**src/rtl/and_unit_arbiter_pkg.sv**
```systemverilog
// Shared definitions for the two-requester arbiter in front of the bitwise AND/NAND unit.
package and_arb_pkg;

    typedef enum logic [1:0] {
        ST_IDLE    = 2'd0,
        ST_SETTLE  = 2'd1,
        ST_RESPOND = 2'd2
    } arb_state_e;

    localparam logic ID_REQ0 = 1'b0;
    localparam logic ID_REQ1 = 1'b1;

    localparam int DEFAULT_WIDTH = 32;

endpackage

```
**src/rtl/and_unit_arbiter_if.sv**
```systemverilog
// Requester, shared-unit and response signals of the arbiter, with both sides as modports.
interface and_unit_arbiter_if
    import and_arb_pkg::*;
#(
    parameter int WIDTH = DEFAULT_WIDTH
);
    logic             req0_valid;
    logic             req0_ready;
    logic [WIDTH-1:0] req0_a;
    logic [WIDTH-1:0] req0_b;
    logic             req0_andflag;

    logic             req1_valid;
    logic             req1_ready;
    logic [WIDTH-1:0] req1_a;
    logic [WIDTH-1:0] req1_b;
    logic             req1_andflag;

    logic [WIDTH-1:0] alu_a;
    logic [WIDTH-1:0] alu_b;
    logic             alu_andflag;
    logic [WIDTH-1:0] alu_out;

    logic             resp_valid;
    logic             resp_ready;
    logic [WIDTH-1:0] resp_data;
    logic             resp_id;
    logic             busy;

    modport master (
        output req0_valid, req0_a, req0_b, req0_andflag,
        output req1_valid, req1_a, req1_b, req1_andflag,
        output alu_out, resp_ready,
        input  req0_ready, req1_ready,
        input  alu_a, alu_b, alu_andflag,
        input  resp_valid, resp_data, resp_id, busy
    );

    modport slave (
        input  req0_valid, req0_a, req0_b, req0_andflag,
        input  req1_valid, req1_a, req1_b, req1_andflag,
        input  alu_out, resp_ready,
        output req0_ready, req1_ready,
        output alu_a, alu_b, alu_andflag,
        output resp_valid, resp_data, resp_id, busy
    );

endinterface

```
**src/rtl/and_unit_arbiter_rr.sv**
```systemverilog
// Two-way round-robin arbiter: the pointer names the side that wins a tie and
// moves to the loser's side whenever a grant is taken with advance high.
module rr_arbiter_2 (
    input  logic       clk,
    input  logic       rst_n,
    input  logic [1:0] req,
    input  logic       advance,
    output logic [1:0] grant
);

    logic rr_ptr_q;
    logic rr_ptr_d;
    logic [1:0] grant_s;

    // Grant selection; a lone requester always wins regardless of the pointer.
    always_comb begin
        grant_s = 2'b00;
        case (req)
            2'b01:   grant_s = 2'b01;
            2'b10:   grant_s = 2'b10;
            2'b11:   grant_s = rr_ptr_q ? 2'b10 : 2'b01;
            default: grant_s = 2'b00;
        endcase
    end

    // Pointer update: favour the other side after each taken grant.
    always_comb begin
        rr_ptr_d = rr_ptr_q;
        if (advance && grant_s[0]) begin
            rr_ptr_d = 1'b1;
        end else if (advance && grant_s[1]) begin
            rr_ptr_d = 1'b0;
        end else begin
            rr_ptr_d = rr_ptr_q;
        end
    end

    // Pointer register, requester 0 favoured out of reset.
    always_ff @(posedge clk or negedge rst_n) begin
        if (!rst_n) begin
            rr_ptr_q <= 1'b0;
        end else begin
            rr_ptr_q <= rr_ptr_d;
        end
    end

    assign grant = grant_s;

endmodule

```
**src/rtl/and_unit_arbiter.sv**
```systemverilog
// Shares one combinational AND/NAND unit between two requesters: grant, drive
// registered operands, wait a fixed settle time, capture and hand back the result.
module and_unit_arbiter
    import and_arb_pkg::*;
#(
    parameter int WIDTH         = DEFAULT_WIDTH,
    parameter int SETTLE_CYCLES = 4
) (
    input  logic               clk,
    input  logic               rst_n,
    and_unit_arbiter_if.slave  bus
);

    localparam int CNT_W = (SETTLE_CYCLES < 1) ? 1 : $clog2(SETTLE_CYCLES + 1);
    localparam logic [CNT_W-1:0] CNT_INIT = CNT_W'(SETTLE_CYCLES - 1);
    localparam logic [CNT_W-1:0] CNT_ZERO = CNT_W'(0);
    localparam logic [CNT_W-1:0] CNT_ONE  = CNT_W'(1);

    if (SETTLE_CYCLES < 1) begin : g_bad_settle
        $error("and_unit_arbiter: SETTLE_CYCLES must be at least 1");
    end

    arb_state_e       state_q, state_d;
    logic [CNT_W-1:0] cnt_q, cnt_d;
    logic [WIDTH-1:0] alu_a_q, alu_a_d;
    logic [WIDTH-1:0] alu_b_q, alu_b_d;
    logic             alu_andflag_q, alu_andflag_d;
    logic [WIDTH-1:0] resp_data_q, resp_data_d;
    logic             resp_valid_q, resp_valid_d;
    logic             resp_id_q, resp_id_d;

    logic             idle_s;
    logic [1:0]       req_s;
    logic [1:0]       grant_s;

    // Requests only reach the arbiter in IDLE, so readys are 0 everywhere else.
    always_comb begin
        idle_s = (state_q == ST_IDLE);
        if (idle_s) begin
            req_s = {bus.req1_valid, bus.req0_valid};
        end else begin
            req_s = 2'b00;
        end
    end

    rr_arbiter_2 u_rr (
        .clk     (clk),
        .rst_n   (rst_n),
        .req     (req_s),
        .advance (idle_s),
        .grant   (grant_s)
    );

    // Next-state, operand load, settle countdown and response handshake.
    always_comb begin
        state_d       = state_q;
        cnt_d         = cnt_q;
        alu_a_d       = alu_a_q;
        alu_b_d       = alu_b_q;
        alu_andflag_d = alu_andflag_q;
        resp_data_d   = resp_data_q;
        resp_valid_d  = resp_valid_q;
        resp_id_d     = resp_id_q;
        case (state_q)
            ST_IDLE: begin
                if (grant_s[0]) begin
                    alu_a_d       = bus.req0_a;
                    alu_b_d       = bus.req0_b;
                    alu_andflag_d = bus.req0_andflag;
                    resp_id_d     = ID_REQ0;
                    cnt_d         = CNT_INIT;
                    state_d       = ST_SETTLE;
                end else if (grant_s[1]) begin
                    alu_a_d       = bus.req1_a;
                    alu_b_d       = bus.req1_b;
                    alu_andflag_d = bus.req1_andflag;
                    resp_id_d     = ID_REQ1;
                    cnt_d         = CNT_INIT;
                    state_d       = ST_SETTLE;
                end else begin
                    state_d = ST_IDLE;
                end
            end
            ST_SETTLE: begin
                if (cnt_q == CNT_ZERO) begin
                    resp_data_d  = bus.alu_out;
                    resp_valid_d = 1'b1;
                    state_d      = ST_RESPOND;
                end else begin
                    cnt_d = cnt_q - CNT_ONE;
                end
            end
            ST_RESPOND: begin
                if (bus.resp_ready) begin
                    resp_valid_d = 1'b0;
                    state_d      = ST_IDLE;
                end else begin
                    state_d = ST_RESPOND;
                end
            end
            default: begin
                resp_valid_d = 1'b0;
                state_d      = ST_IDLE;
            end
        endcase
    end

    // State and datapath registers; reset discards any operation in flight.
    always_ff @(posedge clk or negedge rst_n) begin
        if (!rst_n) begin
            state_q       <= ST_IDLE;
            cnt_q         <= CNT_ZERO;
            alu_a_q       <= {WIDTH{1'b0}};
            alu_b_q       <= {WIDTH{1'b0}};
            alu_andflag_q <= 1'b0;
            resp_data_q   <= {WIDTH{1'b0}};
            resp_valid_q  <= 1'b0;
            resp_id_q     <= ID_REQ0;
        end else begin
            state_q       <= state_d;
            cnt_q         <= cnt_d;
            alu_a_q       <= alu_a_d;
            alu_b_q       <= alu_b_d;
            alu_andflag_q <= alu_andflag_d;
            resp_data_q   <= resp_data_d;
            resp_valid_q  <= resp_valid_d;
            resp_id_q     <= resp_id_d;
        end
    end

    assign bus.req0_ready  = grant_s[0];
    assign bus.req1_ready  = grant_s[1];
    assign bus.alu_a       = alu_a_q;
    assign bus.alu_b       = alu_b_q;
    assign bus.alu_andflag = alu_andflag_q;
    assign bus.resp_valid  = resp_valid_q;
    assign bus.resp_data   = resp_data_q;
    assign bus.resp_id     = resp_id_q;
    assign bus.busy        = (state_q != ST_IDLE);

endmodule
```
**src/flat_wrapper.sv**
```systemverilog
// flat-port wrapper written by rule: the top's interface ports become plain ports
module and_unit_arbiter_flat import and_arb_pkg::*;
#(
    parameter int WIDTH         = DEFAULT_WIDTH,
    parameter int SETTLE_CYCLES = 4
)
  (clk, rst_n, bus_req0_valid, bus_req0_a, bus_req0_b, bus_req0_andflag, bus_req1_valid, bus_req1_a, bus_req1_b, bus_req1_andflag, bus_alu_out, bus_resp_ready, bus_req0_ready, bus_req1_ready, bus_alu_a, bus_alu_b, bus_alu_andflag, bus_resp_valid, bus_resp_data, bus_resp_id, bus_busy);
  and_unit_arbiter_if #(.WIDTH(WIDTH)) bus_i ();
  input  logic clk;
  input  logic rst_n;
  input wire logic [$bits(bus_i.req0_valid)-1:0] bus_req0_valid;
  input wire logic [$bits(bus_i.req0_a)-1:0] bus_req0_a;
  input wire logic [$bits(bus_i.req0_b)-1:0] bus_req0_b;
  input wire logic [$bits(bus_i.req0_andflag)-1:0] bus_req0_andflag;
  input wire logic [$bits(bus_i.req1_valid)-1:0] bus_req1_valid;
  input wire logic [$bits(bus_i.req1_a)-1:0] bus_req1_a;
  input wire logic [$bits(bus_i.req1_b)-1:0] bus_req1_b;
  input wire logic [$bits(bus_i.req1_andflag)-1:0] bus_req1_andflag;
  input wire logic [$bits(bus_i.alu_out)-1:0] bus_alu_out;
  input wire logic [$bits(bus_i.resp_ready)-1:0] bus_resp_ready;
  output wire logic [$bits(bus_i.req0_ready)-1:0] bus_req0_ready;
  output wire logic [$bits(bus_i.req1_ready)-1:0] bus_req1_ready;
  output wire logic [$bits(bus_i.alu_a)-1:0] bus_alu_a;
  output wire logic [$bits(bus_i.alu_b)-1:0] bus_alu_b;
  output wire logic [$bits(bus_i.alu_andflag)-1:0] bus_alu_andflag;
  output wire logic [$bits(bus_i.resp_valid)-1:0] bus_resp_valid;
  output wire logic [$bits(bus_i.resp_data)-1:0] bus_resp_data;
  output wire logic [$bits(bus_i.resp_id)-1:0] bus_resp_id;
  output wire logic [$bits(bus_i.busy)-1:0] bus_busy;
  assign bus_i.req0_valid = bus_req0_valid;
  assign bus_i.req0_a = bus_req0_a;
  assign bus_i.req0_b = bus_req0_b;
  assign bus_i.req0_andflag = bus_req0_andflag;
  assign bus_i.req1_valid = bus_req1_valid;
  assign bus_i.req1_a = bus_req1_a;
  assign bus_i.req1_b = bus_req1_b;
  assign bus_i.req1_andflag = bus_req1_andflag;
  assign bus_i.alu_out = bus_alu_out;
  assign bus_i.resp_ready = bus_resp_ready;
  assign bus_req0_ready = bus_i.req0_ready;
  assign bus_req1_ready = bus_i.req1_ready;
  assign bus_alu_a = bus_i.alu_a;
  assign bus_alu_b = bus_i.alu_b;
  assign bus_alu_andflag = bus_i.alu_andflag;
  assign bus_resp_valid = bus_i.resp_valid;
  assign bus_resp_data = bus_i.resp_data;
  assign bus_resp_id = bus_i.resp_id;
  assign bus_busy = bus_i.busy;
  and_unit_arbiter #(.WIDTH(WIDTH), .SETTLE_CYCLES(SETTLE_CYCLES)) u_core (.clk(clk), .rst_n(rst_n), .bus(bus_i));
endmodule
```
**config.mk**
```make
export PLATFORM = sky130hd
export DESIGN_NAME = and_unit_arbiter_flat
export DESIGN_NICKNAME = d
export VERILOG_FILES = /design/src/rtl/and_unit_arbiter_pkg.sv /design/src/rtl/and_unit_arbiter_if.sv /design/src/rtl/and_unit_arbiter_rr.sv /design/src/rtl/and_unit_arbiter.sv /design/src/flat_wrapper.sv
export SDC_FILE = /design/constraint.sdc
export NUM_CORES = 1
export LEC_CHECK = 0
export BUFFER_PORTS_ARGS = -buffer_cell sky130_fd_sc_hd__buf_2
export CAP_MARGIN = 20
export CORE_AREA = 2 2 107 109
export CTS_BUF_LIST = sky130_fd_sc_hd__clkbuf_8 sky130_fd_sc_hd__clkbuf_16
export CTS_CLUSTER_DIAMETER = 80
export DETAILED_ROUTE_END_ITERATION = 6
export DIE_AREA = 0 0 109 111
export GPL_ROUTABILITY_DRIVEN = 0
export MAX_ROUTING_LAYER = met4
export PLACE_DENSITY = 0.8
export SKIP_LAST_GASP = 1
export SLEW_MARGIN = 30
export SYNTH_ARGS = -nofsm -noshare
export SYNTH_HDL_FRONTEND = slang
export SYNTH_SLANG_ARGS = --single-unit
```
**constraint.sdc**
```tcl
create_clock -name clk -period 4.6 [get_ports clk]
set_input_delay 0.46 -clock clk [delete_from_list [all_inputs] [get_ports clk]]
set_output_delay 0.46 -clock clk [all_outputs]
set_load 0.02 [all_outputs]
```
; ---- Word level (Yosys, flattened, before mapping)
; Cells that the tools add are included.
; W data, S select, Z words.
[totals]
register_bits = 105
inputBits = 167
output_inout_bits = 102
word_cells = 57
[classes]
n_addsub = 1
n_eq_ne = 9
muxes = 25
bitwise = 1
n_reduce_logical = 12
[op_table]
columns = operator, n
row1 = $mux W32, 4
row2 = $pmux W2 S3, 2
row3 = $mux W2, 5
row4 = $mux W1, 9
row5 = $mux W3, 3
row6 = $reduce_bool A2 Y1, 4
row7 = $eq A2 B2 Y1 const B, 3
row8 = $pmux W3 S2, 1
row9 = $reduce_and A3 Y1, 2
row10 = $eq A2 B1 Y1 const B, 2
row11 = $ne A2 B2 Y1 const B, 2
row12 = $reduce_and A2 Y1, 2
row13 = $logic_not A3 Y1, 1
row14 = $ne A3 B1 Y1 const B, 1
row15 = $pmux W1 S3, 1
row16 = $sub A3 B1 Y3 const B, 1
row17 = $logic_and A1 B1 Y1, 2
row18 = $logic_not A2 Y1, 1
row19 = $ne A2 B1 Y1 const B, 1
row20 = $not A1 Y1, 1

; ---- Depth between registers and ports, before layout
[logic_depth]
word_depth = 7
mapped_depth = 6
depth_no_buf = 6

; ---- Hierarchy
; Synthesis repeated with hierarchy kept, for this count alone.
[unflattened]
cells_unflattened = 404
hier_area_um2 = 4802.1
[by_module_without_submodules]
columns = mod, instances, cells_per_inst, area_each_um2, seq_area_each_um2
row1 = and_unit_arbiter, 1, 398, 4747.1, 2602.5
row2 = rr_arbiter_2, 1, 6, 55.1, 25.0

; ---- Worst setup path before layout
; OpenSTA, ideal clock, no wires.
[synth_timing]
path_kind = input to output
from = input port bus_req0_valid
to = output port bus_req1_ready
arrival_time_ns = 1.353
required_time_ns = 4.140
setup_slack_ns = 2.787
path_stages = 5
path_buffers = 2
path_cell_list = inv_1 buf_2 clkbuf_1 nor2_1 nor2_1
[synth_between]
elab_chain_len = 3
elab_cells_between_ends = 5
cone_classes = 3 x eq/ne / 2 x mux
[synth_lines]
columns = element, line
row1 = "start, declared", flat_wrapper.sv:11  ; input wire logic [$bits(bus_i.req0_valid)-1:0] bus_req0_valid;
row2 = $mux W2 (*), and_unit_arbiter.sv:39  ; if (idle_s) begin
row3 = $eq A2 B2 Y1 or $eq A2 B1 Y1 (tied branches), and_unit_arbiter_rr.sv:18  ; case (req)
row4 = $pmux W2 S3 (*), and_unit_arbiter_rr.sv:18
row5 = "end, declared", flat_wrapper.sv:22  ; output wire logic [$bits(bus_i.req1_ready)-1:0] bus_req1_ready;
; Every way passes the cells marked *; elsewhere a longest branch is shown, timed or not.

; ---- Worst setup path after layout
[layout_timing]
from = register u_core.state_q[0]
to = output port bus_busy
[layout_between]
elab_chain_len = 1
[layout_lines]
columns = element, line
row1 = "start, declared", and_unit_arbiter.sv:23  ; arb_state_e state_q, state_d;
row2 = "start signal, assigned", and_unit_arbiter.sv:120  ; state_q <= state_d;
row3 = $reduce_bool A2 Y1, and_unit_arbiter.sv:139  ; assign bus.busy = (state_q != ST_IDLE);
row4 = "end, declared", flat_wrapper.sv:29  ; output wire logic [$bits(bus_i.busy)-1:0] bus_busy;
; No other way between the ends.

==> results.py <==
metrics = {
    "status": {
        "status": "finished clean",
    },
    "timing": {
        "period_needed_ns": 2.55,
        "setup_tns_ns": 0,
        "max_slew_margin_pct": 42.7,
        "setup_viol": 0,
        "final.period_utilization_pct": 55.5,
        "timing.fmax_mhz": 391,
        "tightest_slew_ns": 0.859,
        "slew_violations": 0,
        "finalHoldViolations": 0,
        "fin_skew_ns": 0.00905,
        "rsz0062_at_grt": "false",
    },
    "detailed_routing": {
        "drtIter0Drc": 375,
        "first_pass_iters": 5,
        "drc": 0,
        "detail-route-antenna-nets": 0,
        "viasPerCell": 5.80,
        "wl_per_cell_um": 17.9,
        "vias": 5007,
        "wl_mm": 15.5,
    },
    "logic_synthesis": {
        "synth_top_family_by_area": "simple AND/OR/NAND/NOR gates",
        "ys_types": 26,
        "synth_top_cell_by_area": "dfrtp_1",
        "synth-adder-area-share_pct": 0.478,
        "netlist_instances": 488,
        "seq_area_frac_synth_pct": 50.2,
        "synth_area_um2": 5240,
        "avgSynthCellArea_um2": 10.7,
        "yosys.area_share.xor_xnor_pct": 0,
        "synth-compound-area-share_pct": 18.1,
        "synth_nets": 657,
        "yosysWarnings": 0,
        "synth.area.mux_share_pct": 7.10,
        "synthSimpleGateAreaFrac_pct": 18.6,
        "ys_top_cells_by_area": "dfrtp_1 (50%), o2111ai_1 (11%), nand3b_1 (9.3%), and3_1 (7.8%), mux2_2 (7.1%)",
        "yosysTopAreaCellShare_pct": 50.2,
        "ys_ff_latch": 105,
    },
    "critical_path": {
        "cpPeakStageDelay_ns": 0.65,
        "critPathMaxFanout": 67,
        "critical_path_class": "reg -> out",
        "arrival_ns": 2.09,
        "startpoint_type": "flip-flop",
        "end_kind": "primary output",
        "path_cells": "nor2_4, clkinv_2, buf_2",
        "cp_data_required_time_ns": 4.14,
        "critPathSlowestCell": "clkinv_2",
    },
    "power_and_ir_drop": {
        "p_leak_nw": 3.51,
        "power_w": 0.00480,
        "power_density_nw_per_um2": 695,
        "ir_drop_uv": 427,
    },
    "grt": {
        "grt_pass1_vias": 4763,
        "grt-ovfl-total": 0,
        "grtUsageTotal_pct": 25.7,
        "grt_pass1_wl_mm": 23.9,
        "antenna_found_initial": 1,
        "grt_start_max_net_pins": 70,
    },
    "die": {
        "num_rows": 39,
        "start_util_pct": 47.3,
        "num_io_pins": 269,
        "die_area_um2": 12100,
        "die_x_um": 109,
        "die_h_um": 111,
        "core-area_um2": 11100,
    },
    "job": {
        "cap_violations": 0,
    },
    "clock_tree": {
        "clockBufferDepth": 2,
        "ctsResizeCount": 0,
        "cts_tree": "built",
        "cts_setup_buffers": 0,
        "root_buffer": "clkbuf_16",
        "cts-buffers-inserted": 9,
        "clock_latency_ns": 0.34,
        "path_clk_slew_ns": 0.07,
        "htree_num_levels": 3,
        "cts-hold-fix-buffers": 0,
        "cts_sinks": 105,
    },
    "finish": {
        "fill_cells": 892,
        "final_cell_area_um2": 6910,
        "nets": 884,
        "area_growth_pct": 31.9,
        "drive_gt1_share_pct": 46.3,
    },
    "place": {
        "io_buffers": 268,
        "place_area_um2": 6570,
        "hpwl_mm": 10.3,
    },
    "min_path": {
        "hold_path_class": "in -> async",
    },
}
-- Yosys cell counts --
cell type  instances
nor2_1             4
and2_1             1
a21o_1             1
nor2_2             1
mux2_2            33
ha_1               2
inv_1              7
clkbuf_1          38
o22ai_1            2
nand2_1            3
nor3b_2            1
buf_2             14
o2111ai_1         65
nand3b_1          65
and3_1            65
dfrtp_1          105
o22a_1             1
o21ai_0           62
nand2b_1           1
o21ai_1            5
or3b_1             1
a21oi_1            1
o21ai_2            1
nand3b_2           1
buf_4              5
clkbuf_2           3
-- placed cells by master, fill, tap and decap left out, types with 3 or more instances in the layout --
cell type  count
o21ai_1        5
nand3b_1      65
buf_4          8
inv_1          5
o2111ai_1     65
clkbuf_16      9
buf_2        267
nand2_1        3
and3_1        65
o21ai_0       62
dfrtp_1      104
nor2_1         3
mux2_2        33
-- through the flow --
step                      setup slack [ns]  util (%)  hold WS, ns  std cells
after global routing                  1.91      62.4        0.164        864
after CTS                             2.06      62.3        0.264        863
after global placement                2.36      59.3        0.470        847
final                                 2.05      62.4        0.113        864
after floorplan                       2.79         -        0.164        488
after detailed placement              2.30      59.3        0.482        847
-- path summary, 6_finish.rpt --
kind                              startpoint                  endpoint  slack (ns)  depth (start not counted)
max in group asynchronous              rst_n  u_core.bus.resp_data[28]        3.53                          2
min reg2reg                  u_core.cnt_q[1]           u_core.cnt_q[1]        0.50                          1
min                                    rst_n      u_core.bus.alu_b[16]        0.11                          1
max reg2reg                  u_core.cnt_q[0]   u_core.bus.resp_data[9]        2.53                          5
min in group clk             bus_alu_out[25]  u_core.bus.resp_data[25]        0.35                          2
max                        u_core.state_q[0]                  bus_busy        2.05                          3
-- critical path: cells and delay by family (launching register included) --
| family | cells | cell delay (ns) |
|---|---|---|
| flip-flops | 1 | 0.49 |
| AND/OR/NAND/NOR | 1 | 0.16 |
| buffers and inverters | 2 | 1.07 |
-- routing by layer --
layer	share of wire (%)	track usage, %	routed length [um]
met3	7.8	4.35	1210
met4	2.7	9.40	425
met5	0	-	0
met2	48	41.7	7410
met1	42	32.3	6440
-- area by class of cell --
type	instances	area (um2)	share of cell area [%]
Inverter	7	27.5	0.399
Multi-Input combinational cell	316	2330	33.8
Clock buffer	9	225	3.26
Sequential cell	105	2630	38.1
Clock inverter	7	101	1.47
Antenna cell	1	2.50	0.0362
Tap cell	143	179	2.59
Timing Repair Buffer	276	1410	20.4
-- sequential cells by signal, summed over array words and instances, names as in the netlist --
| register | cells |
|---|---|
| u_core.u_rr.rr_ptr_q | 1 |
| u_core.cnt_q | 3 |
| u_core.state_q | 2 |
| u_core.bus.resp_data | 32 |
| u_core.bus.alu_a | 32 |
| u_core.bus.resp_id | 1 |
| u_core.bus.resp_valid | 1 |
| u_core.bus.alu_b | 32 |
| u_core.bus.alu_andflag | 1 |
-- power by group --
part	leakage (nW)	internal, W	switching [W]
combinational	2.09	0.000837	0.00149
sequential	1.27	0.00138	0.000257
clock	0.153	0.000482	0.000346
total	3.51	0.00270	0.00210
-- logic make-up after synthesis --
kind of cell | after synthesis
adder cells (fa/ha/maj) | 2
AO/OA/AOI/OAI | 138
multiplexers | 33
buffers and inverters | 67
flip-flops | 105
AND/OR/NAND/NOR | 143
No activity file was read; power rests on OpenSTA's default activity.
